[src/rtl/dsp_sched.sv]
// dsp_sched: round-robin time-sliced sharing of one 4-digit 7-segment display
// between four requesters. The granted owner's frame is registered onto d3..d0.
module dsp_sched #(
  parameter int          SLICE = 8,
  parameter logic [7:0]  BLANK = 8'h00
) (
  input  logic         clk,
  input  logic         rst_n,
  input  logic         tick,
  input  logic [3:0]   req,
  input  logic [127:0] frame,
  output logic [3:0]   gnt,
  output logic         busy,
  output logic [7:0]   d3,
  output logic [7:0]   d2,
  output logic [7:0]   d1,
  output logic [7:0]   d0
);

  typedef enum logic {IDLE, OWN} state_t;

  localparam logic [7:0]  SLICE_C = 8'(SLICE);
  localparam logic [31:0] BLANK_FRAME = {4{BLANK}};

  state_t      state_q, state_d;
  logic [1:0]  owner_q, owner_d;
  logic [1:0]  ptr_q, ptr_d;
  logic [7:0]  slice_cnt_q, slice_cnt_d;
  logic [3:0]  gnt_q, gnt_d;
  logic [31:0] disp_q, disp_d;

  logic [31:0] frame_arr [4];
  logic [1:0]  cand;
  logic [1:0]  idle_pick, pre_pick;
  logic        idle_hit, pre_hit;

  for (genvar i = 0; i < 4; i++) begin : g_unpack
    assign frame_arr[i] = frame[32*i +: 32];
  end

  // Candidate search: first requester from ptr upward, and first other requester after the owner
  always_comb begin
    cand      = 2'd0;
    idle_pick = 2'd0;
    idle_hit  = 1'b0;
    pre_pick  = 2'd0;
    pre_hit   = 1'b0;
    for (int k = 0; k < 4; k++) begin
      cand = ptr_q + 2'(k);
      if (!idle_hit && req[cand]) begin
        idle_hit  = 1'b1;
        idle_pick = cand;
      end
    end
    for (int k = 1; k < 4; k++) begin
      cand = owner_q + 2'(k);
      if (!pre_hit && req[cand]) begin
        pre_hit  = 1'b1;
        pre_pick = cand;
      end
    end
  end

  // Next-state logic: grant, release, preempt or hold; display data follows the grant
  always_comb begin
    state_d     = state_q;
    owner_d     = owner_q;
    ptr_d       = ptr_q;
    slice_cnt_d = slice_cnt_q;
    gnt_d       = gnt_q;
    disp_d      = disp_q;
    case (state_q)
      IDLE: begin
        if (idle_hit) begin
          state_d     = OWN;
          owner_d     = idle_pick;
          gnt_d       = 4'b0001 << idle_pick;
          disp_d      = frame_arr[idle_pick];
          slice_cnt_d = 8'd0;
        end else begin
          gnt_d  = 4'b0000;
          disp_d = BLANK_FRAME;
        end
      end
      OWN: begin
        if (!req[owner_q]) begin
          state_d     = IDLE;
          gnt_d       = 4'b0000;
          disp_d      = BLANK_FRAME;
          ptr_d       = owner_q + 2'd1;
          slice_cnt_d = 8'd0;
        end else if (slice_cnt_q == SLICE_C && pre_hit) begin
          owner_d     = pre_pick;
          gnt_d       = 4'b0001 << pre_pick;
          disp_d      = frame_arr[pre_pick];
          ptr_d       = pre_pick + 2'd1;
          slice_cnt_d = 8'd0;
        end else begin
          disp_d = frame_arr[owner_q];
          if (tick && slice_cnt_q != SLICE_C) begin
            slice_cnt_d = slice_cnt_q + 8'd1;
          end
        end
      end
      default: begin
        state_d = IDLE;
        gnt_d   = 4'b0000;
        disp_d  = BLANK_FRAME;
      end
    endcase
  end

  // State and output registers with synchronous active-low reset
  always_ff @(posedge clk) begin
    if (!rst_n) begin
      state_q     <= IDLE;
      owner_q     <= 2'd0;
      ptr_q       <= 2'd0;
      slice_cnt_q <= 8'd0;
      gnt_q       <= 4'b0000;
      disp_q      <= BLANK_FRAME;
    end else begin
      state_q     <= state_d;
      owner_q     <= owner_d;
      ptr_q       <= ptr_d;
      slice_cnt_q <= slice_cnt_d;
      gnt_q       <= gnt_d;
      disp_q      <= disp_d;
    end
  end

  assign gnt  = gnt_q;
  assign busy = |gnt_q;
  assign d3   = disp_q[31:24];
  assign d2   = disp_q[23:16];
  assign d1   = disp_q[15:8];
  assign d0   = disp_q[7:0];

endmodule

[config.mk]
export PLATFORM = sky130hd
export DESIGN_NAME = dsp_sched
export DESIGN_NICKNAME = d
export VERILOG_FILES = /design/src/rtl/dsp_sched.sv
export SDC_FILE = /design/constraint.sdc
export NUM_CORES = 1
export LEC_CHECK = 0
export BUFFER_PORTS_ARGS = -buffer_cell sky130_fd_sc_hd__buf_2
export CAP_MARGIN = 15
export CELL_PAD_IN_SITES_DETAIL_PLACEMENT = 0
export CELL_PAD_IN_SITES_GLOBAL_PLACEMENT = 1
export CORE_MARGIN = 3
export CORE_UTILIZATION = 31
export DETAILED_ROUTE_END_ITERATION = 10
export PLACE_DENSITY = 0.69
export SYNTH_ARGS = -nofsm -noshare
export SYNTH_HDL_FRONTEND = slang
export SYNTH_SLANG_ARGS = --single-unit
[constraint.sdc]
create_clock -name clk -period 2.6 [get_ports clk]
set_input_delay 0.13 -clock clk [delete_from_list [all_inputs] [get_ports clk]]
set_output_delay 0.13 -clock clk [all_outputs]
set_load 0.02 [all_outputs]
# [Yosys cells after proc, flatten, opt, wreduce, memory -nomap -nowiden]
# Index checks and enable logic that the tools add are counted.
[word_totals] elab_cells=116 reg_bits=49
[classes] muxes=61 order_cmp=11 bitwise=4 n_shift=2 addsub=8 n_eq_ne=8 n_reduce_logical=16
[ops] operator="32-bit 2-to-1 mux" count=9
[ops] operator="32-bit binary-select mux with 2-bit select" count=3
[ops] operator="32-bit one-hot mux with 2 select lines" count=1
[ops] operator="8-bit 2-to-1 mux" count=4
[ops] operator="2-bit by 3-bit less-than comparator with 1-bit output (second input constant)" count=8
[ops] operator="2-bit 2-to-1 mux" count=12
[ops] operator="1-bit 2-to-1 mux" count=17
[ops] operator="1-bit binary-select mux with 2-bit select" count=8
[ops] operator="8-bit one-hot mux with 2 select lines" count=1
[ops] operator="4-bit 2-to-1 mux" count=3
[ops] operator="3-bit greater-or-equal comparator (second input constant)" count=3
[ops] operator="2-bit inverter with 3-bit output" count=3
[ops] operator="2-bit adder (second input constant)" count=4
[ops] operator="8-bit by 1-bit adder with 8-bit output (second input constant)" count=1
[ops] operator="8-bit by 4-bit equality test with 1-bit output (second input constant)" count=1
[ops] operator="8-bit by 4-bit != test with 1-bit output (second input constant)" count=1
[ops] operator="4-bit one-hot mux with 2 select lines" count=1
[ops] operator="1-bit by 2-bit left shift with 4-bit output (first input constant)" count=2
[ops] operator="1-bit logical AND" count=7
[ops] operator="2-bit by 1-bit adder with 2-bit output (second input constant)" count=3
[ops] operator="2-bit by 1-bit != test with 1-bit output (second input constant)" count=3
[ops] operator="1-bit logical NOT" count=5
[ops] operator="4-bit by 2-bit != test with 1-bit output (second input constant)" count=1
[ops] operator="2-bit one-hot mux with 2 select lines" count=1
[ops] operator="other kinds (7)" count=8

# [Longest topological paths before layout]
# Gate-level depths: netlist of the first run.
[depth] ltp_word=18 mapped_depth=10 depth_no_buf=8

# [Worst setup path before layout of the first run]
# OpenSTA, ideal clock, no wires.
[synth_path] kind="flip-flop to flip-flop" startpoint="register owner_q[0]" endpoint="register disp_q[11]" synth_period_minus_slack_ps=2273 path_stages_with_launch=6 setup_time_ps=124 slack_ps=327 path_buffers=2 arrival_ps=2149 cell_sequence="dfxtp_1 buf_2 clkbuf_1 mux4_2 and2_1 a2111o_1"
[synth_via] elab_chain_cells=17 elab_cells_between_ends=33 cone_classes="add/sub: 3; mux: 23; bitwise: 2; reduce/logical: 5"
[synth_rtl] element="start, declared" line="26" text="logic [1:0] owner_q, owner_d;"
[synth_rtl] element="start signal, assigned" line="124" text="owner_q <= owner_d;"
[synth_rtl] element="2-bit by 1-bit adder with 2-bit output" line="56" text="cand = owner_q + 2'(k);"
[synth_rtl] element="1-bit binary-select mux with 2-bit select" line="57" text="if (!pre_hit && req[cand]) begin"
[synth_rtl] element="1-bit 2-to-1 mux (implied by the code)" line="57"
[synth_rtl] element="1-bit 2-to-1 mux" line="57"
[synth_rtl] element="1-bit logical NOT" line="57"
[synth_rtl] element="1-bit logical AND" line="57"
[synth_rtl] element="1-bit 2-to-1 mux" line="57"
[synth_rtl] element="1-bit logical NOT" line="57"
[synth_rtl] element="1-bit logical AND" line="57"
[synth_rtl] element="2-bit 2-to-1 mux" line="57"
[synth_rtl] element="2-bit inverter with 3-bit output (implied by the code)" line="95" text="disp_d = frame_arr[pre_pick];"
[synth_rtl] element="32-bit binary-select mux with 2-bit select" line="95"
[synth_rtl] element="32-bit 2-to-1 mux (implied by the code) (2 in a row)" line="95"
[synth_rtl] element="32-bit 2-to-1 mux" line="92" text="end else if (slice_cnt_q == SLICE_C && pre_hit) begin"
[synth_rtl] element="32-bit 2-to-1 mux (*)" line="86" text="if (!req[owner_q]) begin"
[synth_rtl] element="32-bit one-hot mux with 2 select lines (*)" line="72" text="case (state_q)"
[synth_rtl] element="end signal, assigned" line="128" text="disp_q <= disp_d;"
[synth_rtl] element="end, declared" line="30" text="logic [31:0] disp_q, disp_d;"
# Every way passes the cells marked *; elsewhere a longest branch is shown, timed or not. The select of a mux whose other input is x is not followed.
# A chain may end at the register's enable or synchronous reset.

# [Worst setup path in the final report of the first run]
[layout_path] startpoint="register owner_q[1]" endpoint="register disp_q[12]"
# The elaborated chain is that of the path after synthesis.

==> flow_metrics.py, run 1 <==
metrics = {
    "run_status": {
        "status": "complete, no violations",
    },
    "worst_setup_path": {
        "critPathKind": "flip-flop to flip-flop",
        "worstPathRequired_ns": 2.79,
        "cp_max_fo": 27,
        "r2r_setup_slack_ns": 0.25,
        "setup.worst_path.start": "owner_q[1]$_SDFFE_PN0P_",
        "reg2reg_depth": 6,
        "crit_end": "disp_q[12]$_SDFF_PN0_",
        "r2r_end": "disp_q[12]$_SDFF_PN0_",
        "worst_setup_path_end_kind": "flip-flop",
        "crit_arrival_ns": 2.54,
        "critPathLaunchType": "flip-flop",
        "r2r_start": "owner_q[1]$_SDFFE_PN0P_",
    },
    "power": {
        "swShare_pct": 37.4,
        "p_total_w": 0.00326,
        "p_leak_nw": 2.73,
        "p_seq_share_pct": 27.7,
        "power_frac_clock_pct": 25.1,
        "power.combinational.fraction_pct": 47.2,
        "ir_drop_mv": 0.367,
        "power_density_nw_per_um2": 506,
        "p_int_w": 0.00204,
        "netSwitchingPower_w": 0.00122,
    },
    "logic_synthesis": {
        "syn_avg_cell_area_sq_um": 9.16,
        "syn-cell-area_sq_um": 5150,
        "ys_seq_elements": 49,
        "synth_cells": 562,
        "synth_xor_xnor_area_share_pct": 0.340,
        "synthArstFlopShare_pct": 0,
        "syn-num-nets": 703,
        "synth_top_family_by_area": "multiplexers",
        "synthAdderAreaFrac_pct": 1.46,
        "synth_seq_area_share_pct": 19.0,
        "synth_edf_count": 0,
        "muxShareOfSynthArea_pct": 28.9,
        "synth.most_common_cell": "a21oi_1",
        "synthTopCellsByArea": "mux4_2, dfxtp_1, a21oi_1",
        "synthDistinctLibCells": 55,
        "synthTopCellsByCount": "a21oi_1, o21ai_0, nand3_1",
        "synthDominantCellAreaShare_pct": 28.0,
        "synth_top_cell_by_area": "mux4_2",
        "ys_warn_count": 0,
        "synth_compound_area_share_pct": 27.4,
        "synthSimpleGateAreaFrac_pct": 16.9,
        "yosys_most_used_dff": "dfxtp_1",
    },
    "sta": {
        "worst_pin_slew_ns": 0.765,
        "setup_slack_ns": 0.255,
        "finalClockSkew_ns": 0.00516,
        "maxSlewHeadroom_pct": 49.0,
        "finalSetupTns_ns": 0,
        "layout_worst_path_cycle_share_pct": 90.2,
        "setup_viol": 0,
        "rsz0062_at_grt": "no",
        "fin_crit_ns": 2.35,
        "maxSlewViolCount": 0,
        "clock.fmax_mhz": 426,
        "hold_violations": 0,
    },
    "floorplanning": {
        "core_region_area_sq_um": 16100,
        "initial_utilization_pct": 32.1,
        "dieHeight_um": 135,
        "die_x_um": 135,
        "pin_count": 172,
        "die-area_sq_um": 18200,
        "rows": 46,
    },
    "routing": {
        "drt_wl_total_um": 19500,
        "dr.pass1.iters": 5,
        "dr_wl_met2_um": 9460,
        "met1_length_um": 8050,
        "wl_met3_um": 1640,
        "wl_per_cell_um": 21.2,
        "top_layer_used": "met5",
        "ant_nets": 0,
        "drt-initial-drc-count": 496,
        "via_count": 5675,
        "vias_per_cell": 6.18,
        "drcViolationCount": 0,
    },
    "finish": {
        "fin_nets": 842,
        "nFillCells": 1618,
        "design_area_sq_um": 6440,
        "area_growth_syn_to_layout_pct": 25.0,
        "final_cells": 919,
        "drive_above_1_share_pct": 40.0,
    },
    "placed_design": {
        "place_ws_ns": 0.245,
        "placed_area_sq_um": 6250,
        "port_buffers": 171,
        "placedCellCount": 910,
        "dp_hpwl_um": 13100,
        "gp_congestion": 0.859,
    },
    "global_route": {
        "grt_pass1_vias": 5795,
        "grt_use_total_pct": 20.7,
        "grt_pass1_wl_um": 30400,
        "grt_antenna_before_repair": 2,
        "grt_max_degree": 65,
        "grt-ovfl-total": 0,
    },
    "min_path": {
        "hold_path_class": "input port to flip-flop",
        "whs_path_depth": 2,
    },
    "flow_run": {
        "drv_cap": 0,
    },
    "cts": {
        "clock_latency_ns": 0.30,
        "cts_num_sinks": 49,
        "cts_hold_buf": 0,
        "numCtsBuffers": 5,
        "cts-root-buf": "clkbuf_16",
        "htree_levels": 2,
        "cts_tree": "built",
        "clk_pin_slew_ns": 0.08,
        "cts_buffer_depth": 2,
    },
}
power groups by stage:
stage / clock (W) / sequential [W] / combinational [W]
floorplan: 0 / 0.00101 / 0.000939
global placement: 0 / 0.000916 / 0.00150
detailed placement: 0 / 0.000917 / 0.00154
CTS: 0.000842 / 0.000901 / 0.00154
global route: 0.000871 / 0.000911 / 0.00166
finish: 0.000818 / 0.000901 / 0.00154
layer usage:
| metal | vias to the layer above | GRT usage, % |
|---|---|---|
| met2 | 296 | 34.9 |
| met5 | - | 0 |
| met4 | 2 | 5.94 |
| met3 | 28 | 4.28 |
| li1 | 2533 | - |
| met1 | 2816 | 27.0 |
sequential cells by signal, indices dropped and copies added, names as in the netlist:
| signal | count |
|---|---|
| disp_q | 32 |
| slice_cnt_q | 8 |
| gnt | 4 |
| owner_q | 2 |
| ptr_q | 2 |
| state_q | 1 |
per-stage QoR:
stage                     utilization, %  hold slack, ns
final                               40.1           0.149
after global routing                40.1           0.154
after CTS                           40.0           0.142
after detailed placement            38.9           0.464
after global placement              38.9           0.465
after floorplan                        -           0.427
placed cells by master (no fill, tap or decap), types with 2 or more instances in the layout:
master     instances
buf_2            171
a21oi_1           75
o21ai_0           69
nand3_1           68
mux4_2            64
dfxtp_1           47
and2_1            35
a2111o_1          32
buf_4             16
nand2_1           11
inv_1              9
nor2_1             8
ha_1               6
or4_1              5
clkbuf_16          5
nor2b_1            4
nor3_1             4
o211a_1            4
buf_12             4
a211oi_4           3
or3_1              3
o32ai_1            3
o22ai_1            3
or2_2              3
a31oi_1            3
o31ai_1            3
nand2b_1           2
and3_1             2
a211o_1            2
o21bai_1           2
nand4_1            2
nor3_2             2
o221a_1            2
a211oi_1           2
dfxtp_2            2
critical path, cell delays in order (launching register included):
cell      delay (ns)
dfxtp_2         0.45
buf_4           0.23
a221oi_4        0.05
a31oi_4         0.22
buf_12          0.27
mux4_2          0.54
a2111o_1        0.42
cell families after synthesis:
| logic type | Yosys count |
|---|---|
| adder cells (fa/ha/maj) | 6 |
| flip-flops | 49 |
| AND/OR/NAND/NOR | 158 |
| XOR/XNOR | 2 |
| buffers and inverters | 69 |
| multiplexers | 67 |
| AO/OA/AOI/OAI | 211 |
worst min-delay path by stage:
stage	from	end	slack (ns)
4_1_cts	rst_n	gnt[0]$_SDFFE_PN0P_	0.14
5_1_grt	rst_n	gnt[1]$_SDFFE_PN0P_	0.15
2_1_floorplan	frame[32]	disp_q[0]$_SDFF_PN0_	0.43
3_5_place_dp	rst_n	gnt[0]$_SDFFE_PN0P_	0.46
3_3_place_gp	rst_n	gnt[1]$_SDFFE_PN0P_	0.46
6_report	rst_n	gnt[0]$_SDFFE_PN0P_	0.15
cell type report:
cell class	count	area, sq um	share of cell area (%)
diodes	1	2.50	0.0389
inverters	10	37.5	0.583
clock buffers	7	143	2.22
clock inverters	1	30.0	0.466
flip-flops and latches	49	983	15.3
repair buffers	191	1060	16.4
multi-input cells	444	3920	60.8
well taps	216	270	4.20
repair_timing:
item,CTS,global route
gates resized for setup,0,2
setup buffers,0,0
setup endpoints to repair,0,14
Power figures use the tool's default switching activity.
==> inputs of run 2 (changes only) <==
--- a/config.mk
+++ b/config.mk
@@ -12,7 +12,7 @@
 export CORE_MARGIN = 3
 export CORE_UTILIZATION = 31
 export DETAILED_ROUTE_END_ITERATION = 10
-export PLACE_DENSITY = 0.69
+export PLACE_DENSITY_LB_ADDON = 0.12
 export SYNTH_ARGS = -nofsm -noshare
 export SYNTH_HDL_FRONTEND = slang
 export SYNTH_SLANG_ARGS = --single-unit
==> run 2 against run 1 <==
Against the previous run:
- combinational power is essentially flat
- via count is 0.39% higher
- wire length is 1.7% higher
- critical endpoint is now slice_cnt_q[4]$_SDFFE_PN0P_
- clock skew increased by 0.00089 ns
- register-to-register slack better by 0.02 ns
- cell count is 0.33% higher
- count of clock-buffer cells in the layout shrank 2
- highest routed layer is now met4
- critical path depth down 1
==> flow_metrics.py, run 2 (synthesis results as in run 1) <==
metrics = {
    "run_status": {
        "status": "complete, no violations",
    },
    "power": {
        "p_int_w": 0.00202,
        "p_leak_nw": 2.75,
        "power.combinational.fraction_pct": 47.9,
        "p_seq_share_pct": 27.7,
        "power_density_nw_per_um2": 502,
        "ir_drop_mv": 0.313,
        "netSwitchingPower_w": 0.00123,
        "swShare_pct": 37.9,
        "power_frac_clock_pct": 24.4,
    },
    "worst_setup_path": {
        "r2r_start": "owner_q[0]$_SDFFE_PN0P_",
        "critPathKind": "flip-flop to flip-flop",
        "r2r_end": "slice_cnt_q[4]$_SDFFE_PN0P_",
        "critPathLaunchType": "flip-flop",
        "r2r_setup_slack_ns": 0.27,
        "reg2reg_depth": 5,
        "worst_setup_path_end_kind": "flip-flop",
        "worstPathRequired_ns": 2.85,
        "cp_max_fo": 11,
        "crit_arrival_ns": 2.57,
    },
    "finish": {
        "multi_input_area_sq_um": 3900,
        "area_growth_syn_to_layout_pct": 25.7,
        "final_common_cell": "buf_2",
        "nFillCells": 1618,
        "largest_register_ffs": 32,
        "fin_nets": 847,
        "max_flop_register": "disp_q",
        "seqCellArea_sq_um": 983,
        "final_cell_mix": "buf_2, a21oi_1, o21ai_0, nand3_1, mux4_2",
        "drive_above_1_share_pct": 40.4,
        "n_antenna_cell": 0,
    },
    "cts": {
        "htree_levels": 2,
        "cts-root-buf": "clkbuf_16",
        "cts_num_sinks": 49,
        "cts_resized": 0,
        "cts_buffer_depth": 2,
        "numCtsBuffers": 5,
        "clk_pin_slew_ns": 0.08,
        "clock_latency_ns": 0.31,
        "cts_setup_buffers": 0,
        "cts_hold_buf": 0,
        "cts_tree": "built",
    },
    "sta": {
        "layout_worst_path_cycle_share_pct": 89.5,
        "worst_pin_slew_ns": 0.709,
        "maxSlewHeadroom_pct": 52.0,
        "fin_crit_ns": 2.33,
        "finalSetupTns_ns": 0,
        "maxSlewViolCount": 0,
        "rsz0062_at_grt": "no",
        "setup_viol": 0,
        "hold_slack_ns": 0.150,
        "hold_violations": 0,
        "finalClockSkew_ns": 0.00605,
        "clock.fmax_mhz": 430,
    },
    "min_path": {
        "worstHoldStart": "rst_n",
        "whs_path_depth": 2,
        "holdPathEnd": "gnt[2]$_SDFFE_PN0P_",
        "hold_path_class": "input port to flip-flop",
    },
    "floorplanning": {
        "rows": 46,
        "initial_utilization_pct": 32.1,
        "dieHeight_um": 135,
        "pin_count": 172,
        "die_x_um": 135,
        "die-area_sq_um": 18200,
        "core_region_area_sq_um": 16100,
    },
    "global_route": {
        "grt_max_degree": 65,
        "grt_pass1_vias": 5771,
        "grt_pass1_wl_um": 31100,
        "grt_antenna_before_repair": 0,
        "grt_use_total_pct": 21.4,
        "grt-ovfl-total": 0,
    },
    "routing": {
        "drt-initial-drc-count": 567,
        "via_count": 5697,
        "ant_nets": 0,
        "dr.pass1.iters": 5,
        "vias_per_cell": 6.18,
        "drcViolationCount": 0,
        "wl_per_cell_um": 21.5,
        "drt_wl_total_um": 19800,
    },
    "flow_run": {
        "drv_cap": 0,
    },
    "placed_design": {
        "port_buffers": 171,
        "gp_congestion": 0.796,
        "dp_hpwl_um": 13100,
    },
}
## run 2: critical path, stage by stage, from the launching register on
cell      delay, ns
dfxtp_2        0.43
mux4_2         0.59
nand2_1        0.42
a211oi_2       0.17
or4_1          0.50
a21oi_1        0.15
## run 2: layout make-up
type                            instances  share of cell area (%)
Clock buffer                            5                    1.93
Clock inverter                          2                   0.541
Inverter                               10                   0.580
Multi-Input combinational cell        444                    60.3
Sequential cell                        49                    15.2
Tap cell                              216                    4.18
Timing Repair Buffer                  196                    17.3
## run 2: per-layer routing
layer / vias to the layer above / wire (um) / track usage (%) / part of all wire, %
met2: 314 / 9620 / 35.7 / 49
met5: - / 0 / 0 / 0
met3: 27 / 1660 / 3.28 / 8.4
li1: 2535 / - / - / -
met1: 2821 / 8160 / 28.6 / 41
met4: 0 / 346 / 6.67 / 1.7
## run 2: metrics by stage
step	area (sq um)	power, W	worst slack, ns	instances	utilization [%]
floorplan	5150	0.00195	0.327	562	-
global placement	6310	0.00244	0.354	915	39.3
detailed placement	6310	0.00247	0.288	915	39.3
CTS	6470	0.00328	0.279	922	40.3
global route	6470	0.00344	0.121	922	40.3
finish	6470	0.00325	0.273	922	40.3
## run 2: power by group through the flow
| stage | sequential, W | combinational [W] | clock (W) |
|---|---|---|---|
| after global placement | 0.000916 | 0.00153 | 0 |
| after global routing | 0.000910 | 0.00169 | 0.000841 |
| final | 0.000899 | 0.00156 | 0.000794 |
| after floorplan | 0.00101 | 0.000939 | 0 |
| after detailed placement | 0.000916 | 0.00156 | 0 |
| after CTS | 0.000900 | 0.00156 | 0.000819 |
## run 2: worst max path at each step
stage,startpoint,to,slack (ns),cells past startpoint
after floorplan,owner_q[0]$_SDFFE_PN0P_,disp_q[11]$_SDFF_PN0_,0.33,5
after global placement,owner_q[0]$_SDFFE_PN0P_,disp_q[16]$_SDFF_PN0_,0.35,6
after detailed placement,owner_q[0]$_SDFFE_PN0P_,slice_cnt_q[4]$_SDFFE_PN0P_,0.29,5
after CTS,owner_q[0]$_SDFFE_PN0P_,slice_cnt_q[4]$_SDFFE_PN0P_,0.28,5
after global routing,owner_q[0]$_SDFFE_PN0P_,slice_cnt_q[4]$_SDFFE_PN0P_,0.12,5
final,owner_q[0]$_SDFFE_PN0P_,slice_cnt_q[4]$_SDFFE_PN0P_,0.27,5
==> inputs of run 3 (changes only) <==
--- a/config.mk
+++ b/config.mk
@@ -9,6 +9,7 @@
 export CAP_MARGIN = 15
 export CELL_PAD_IN_SITES_DETAIL_PLACEMENT = 0
 export CELL_PAD_IN_SITES_GLOBAL_PLACEMENT = 1
+export CORE_ASPECT_RATIO = 0.5
 export CORE_MARGIN = 3
 export CORE_UTILIZATION = 31
 export DETAILED_ROUTE_END_ITERATION = 10
==> run 3 against run 2 <==
Against the previous run:
- critical path depth up 1
- wire length fell by 4.1%
- count of clock-buffer cells in the layout did not move
- critical path type unchanged
- fmax is 3.3% higher
- utilization is 1.0 points higher
- global-route usage shrank 1.1 points
- via count down 4.1%
- sequential power about the same
- cell count rose by 0.87%
- clock power up 14%
- sequential cell count is the same
==> flow_metrics.py, run 3 (synthesis results as in run 1) <==
metrics = {
    "run_status": {
        "status": "complete, no violations",
    },
    "power": {
        "p_seq_share_pct": 26.8,
        "netSwitchingPower_w": 0.00122,
        "p_int_w": 0.00213,
        "power_density_nw_per_um2": 513,
        "ir_drop_mv": 0.287,
        "swShare_pct": 36.4,
        "p_total_w": 0.00335,
        "p_leak_nw": 2.78,
        "power.combinational.fraction_pct": 46.2,
        "power_frac_clock_pct": 27.0,
    },
    "cts": {
        "cts_setup_buffers": 0,
        "cts_tree": "built",
        "cts_buffer_depth": 2,
        "clk_pin_slew_ns": 0.08,
        "numCtsBuffers": 5,
        "cts_num_sinks": 49,
        "cts-root-buf": "clkbuf_16",
        "clock_latency_ns": 0.30,
        "cts_resized": 0,
        "cts_hold_buf": 0,
        "htree_levels": 2,
    },
    "floorplanning": {
        "die-area_sq_um": 18300,
        "dieHeight_um": 97.1,
        "initial_utilization_pct": 32.6,
        "rows": 32,
        "pin_count": 172,
        "die_x_um": 188,
        "core_region_area_sq_um": 15800,
    },
    "worst_setup_path": {
        "critPathLaunchType": "flip-flop",
        "crit_arrival_ns": 2.49,
        "worst_setup_path_end_kind": "flip-flop",
        "critPathKind": "flip-flop to flip-flop",
        "worstPathRequired_ns": 2.84,
        "slowest_delay_ns": 0.54,
        "cp_top_family": "compound AO/OA/AOI/OAI gates",
        "worstPathCellList": "or3_1 > o32a_1 > a211oi_2 > buf_4 > o31ai_1 > a21oi_1",
        "cp_max_fo": 10,
        "r2r_setup_slack_ns": 0.35,
        "crit_buf_inv": 1,
        "cp_slowest_cell": "a211oi_2",
    },
    "sta": {
        "maxSlewHeadroom_pct": 49.9,
        "setup_viol": 0,
        "layout_worst_path_cycle_share_pct": 86.6,
        "rsz0062_at_grt": "no",
        "clock.fmax_mhz": 444,
        "fin_crit_ns": 2.25,
        "maxSlewViolCount": 0,
        "finalSetupTns_ns": 0,
        "hold_violations": 0,
        "finalClockSkew_ns": 0.00690,
        "worst_pin_slew_ns": 0.740,
    },
    "finish": {
        "nFillCells": 1628,
        "drive_above_1_share_pct": 40.6,
        "final_common_cell": "buf_2",
        "n_antenna_cell": 0,
        "final_cell_mix": "buf_2, a21oi_1, o21ai_0, nand3_1, mux4_2",
        "fin_util_pct": 41.3,
        "area_growth_syn_to_layout_pct": 27.0,
        "largest_register_ffs": 32,
        "max_flop_register": "disp_q",
        "final_cells": 930,
        "fin_nets": 849,
    },
    "routing": {
        "drt_wl_total_um": 19000,
        "drt-initial-drc-count": 367,
        "ant_nets": 0,
        "drcViolationCount": 0,
        "dr.pass1.iters": 5,
        "wl_per_cell_um": 20.4,
        "via_count": 5464,
        "vias_per_cell": 5.88,
    },
    "global_route": {
        "grt_antenna_before_repair": 0,
        "grt_pass1_vias": 5367,
        "grt_use_total_pct": 20.3,
        "grt_max_degree": 65,
        "grt_pass1_wl_um": 30000,
        "grt-ovfl-total": 0,
    },
    "placed_design": {
        "placedCellCount": 922,
        "port_buffers": 171,
        "dp_hpwl_um": 12700,
        "gp_congestion": 0.769,
    },
    "flow_run": {
        "drv_cap": 0,
    },
    "min_path": {
        "hold_path_class": "input port to flip-flop",
    },
}
==> run 3: worst register-to-register path, cell delays in order, from the launching register on <==
cell      delay [ns]
dfxtp_2         0.40
or3_1           0.45
o32a_1          0.39
a211oi_2        0.54
buf_4           0.21
o31ai_1         0.06
a21oi_1         0.13
==> run 3: final cells by class <==
class / instances / area [sq um] / share of cell area, %
multi-input combinational: 444 / 3900 / 59.7
timing repair buffer: 198 / 1150 / 17.5
sequential: 49 / 983 / 15.0
tap: 221 / 277 / 4.23
clock buffer: 5 / 125 / 1.91
clock inverter: 3 / 68.8 / 1.05
inverter: 10 / 37.5 / 0.574
==> run 3: per-layer routing <==
| layer | part of all wire (%) | up-vias | track usage [%] |
|---|---|---|---|
| met2 | 47 | 222 | 32.3 |
| li1 | - | 2550 | - |
| met5 | 0 | - | 0 |
| met1 | 45 | 2685 | 29.5 |
| met4 | 0.60 | 0 | 2.82 |
| met3 | 7.2 | 7 | 3.53 |
==> run 3: power groups by stage <==
stage / Sequential (W) / Combinational [W] / Clock [W]
after floorplan: 0.00101 / 0.000939 / 0
after global placement: 0.000918 / 0.00155 / 0
after detailed placement: 0.000917 / 0.00156 / 0
after CTS: 0.000900 / 0.00156 / 0.000936
after global routing: 0.000910 / 0.00169 / 0.000956
final: 0.000898 / 0.00155 / 0.000905
==> run 3: final timing paths <==
check | startpoint | endpoint | cells past startpoint
max | owner_q[1]$_SDFFE_PN0P_ | slice_cnt_q[4]$_SDFFE_PN0P_ | 6
min | rst_n | gnt[3]$_SDFFE_PN0P_ | 2
max reg2reg | owner_q[1]$_SDFFE_PN0P_ | slice_cnt_q[4]$_SDFFE_PN0P_ | 6
min reg2reg | slice_cnt_q[7]$_SDFFE_PN0P_ | slice_cnt_q[7]$_SDFFE_PN0P_ | 2
==> run 3: per-stage QoR <==
stage	worst slack, ns	area (sq um)	hold slack (ns)
after CTS	0.331	6540	0.148
after global placement	0.336	6340	0.475
final	0.348	6540	0.158
after detailed placement	0.329	6340	0.476
after floorplan	0.327	5150	0.427
after global routing	0.157	6540	0.149
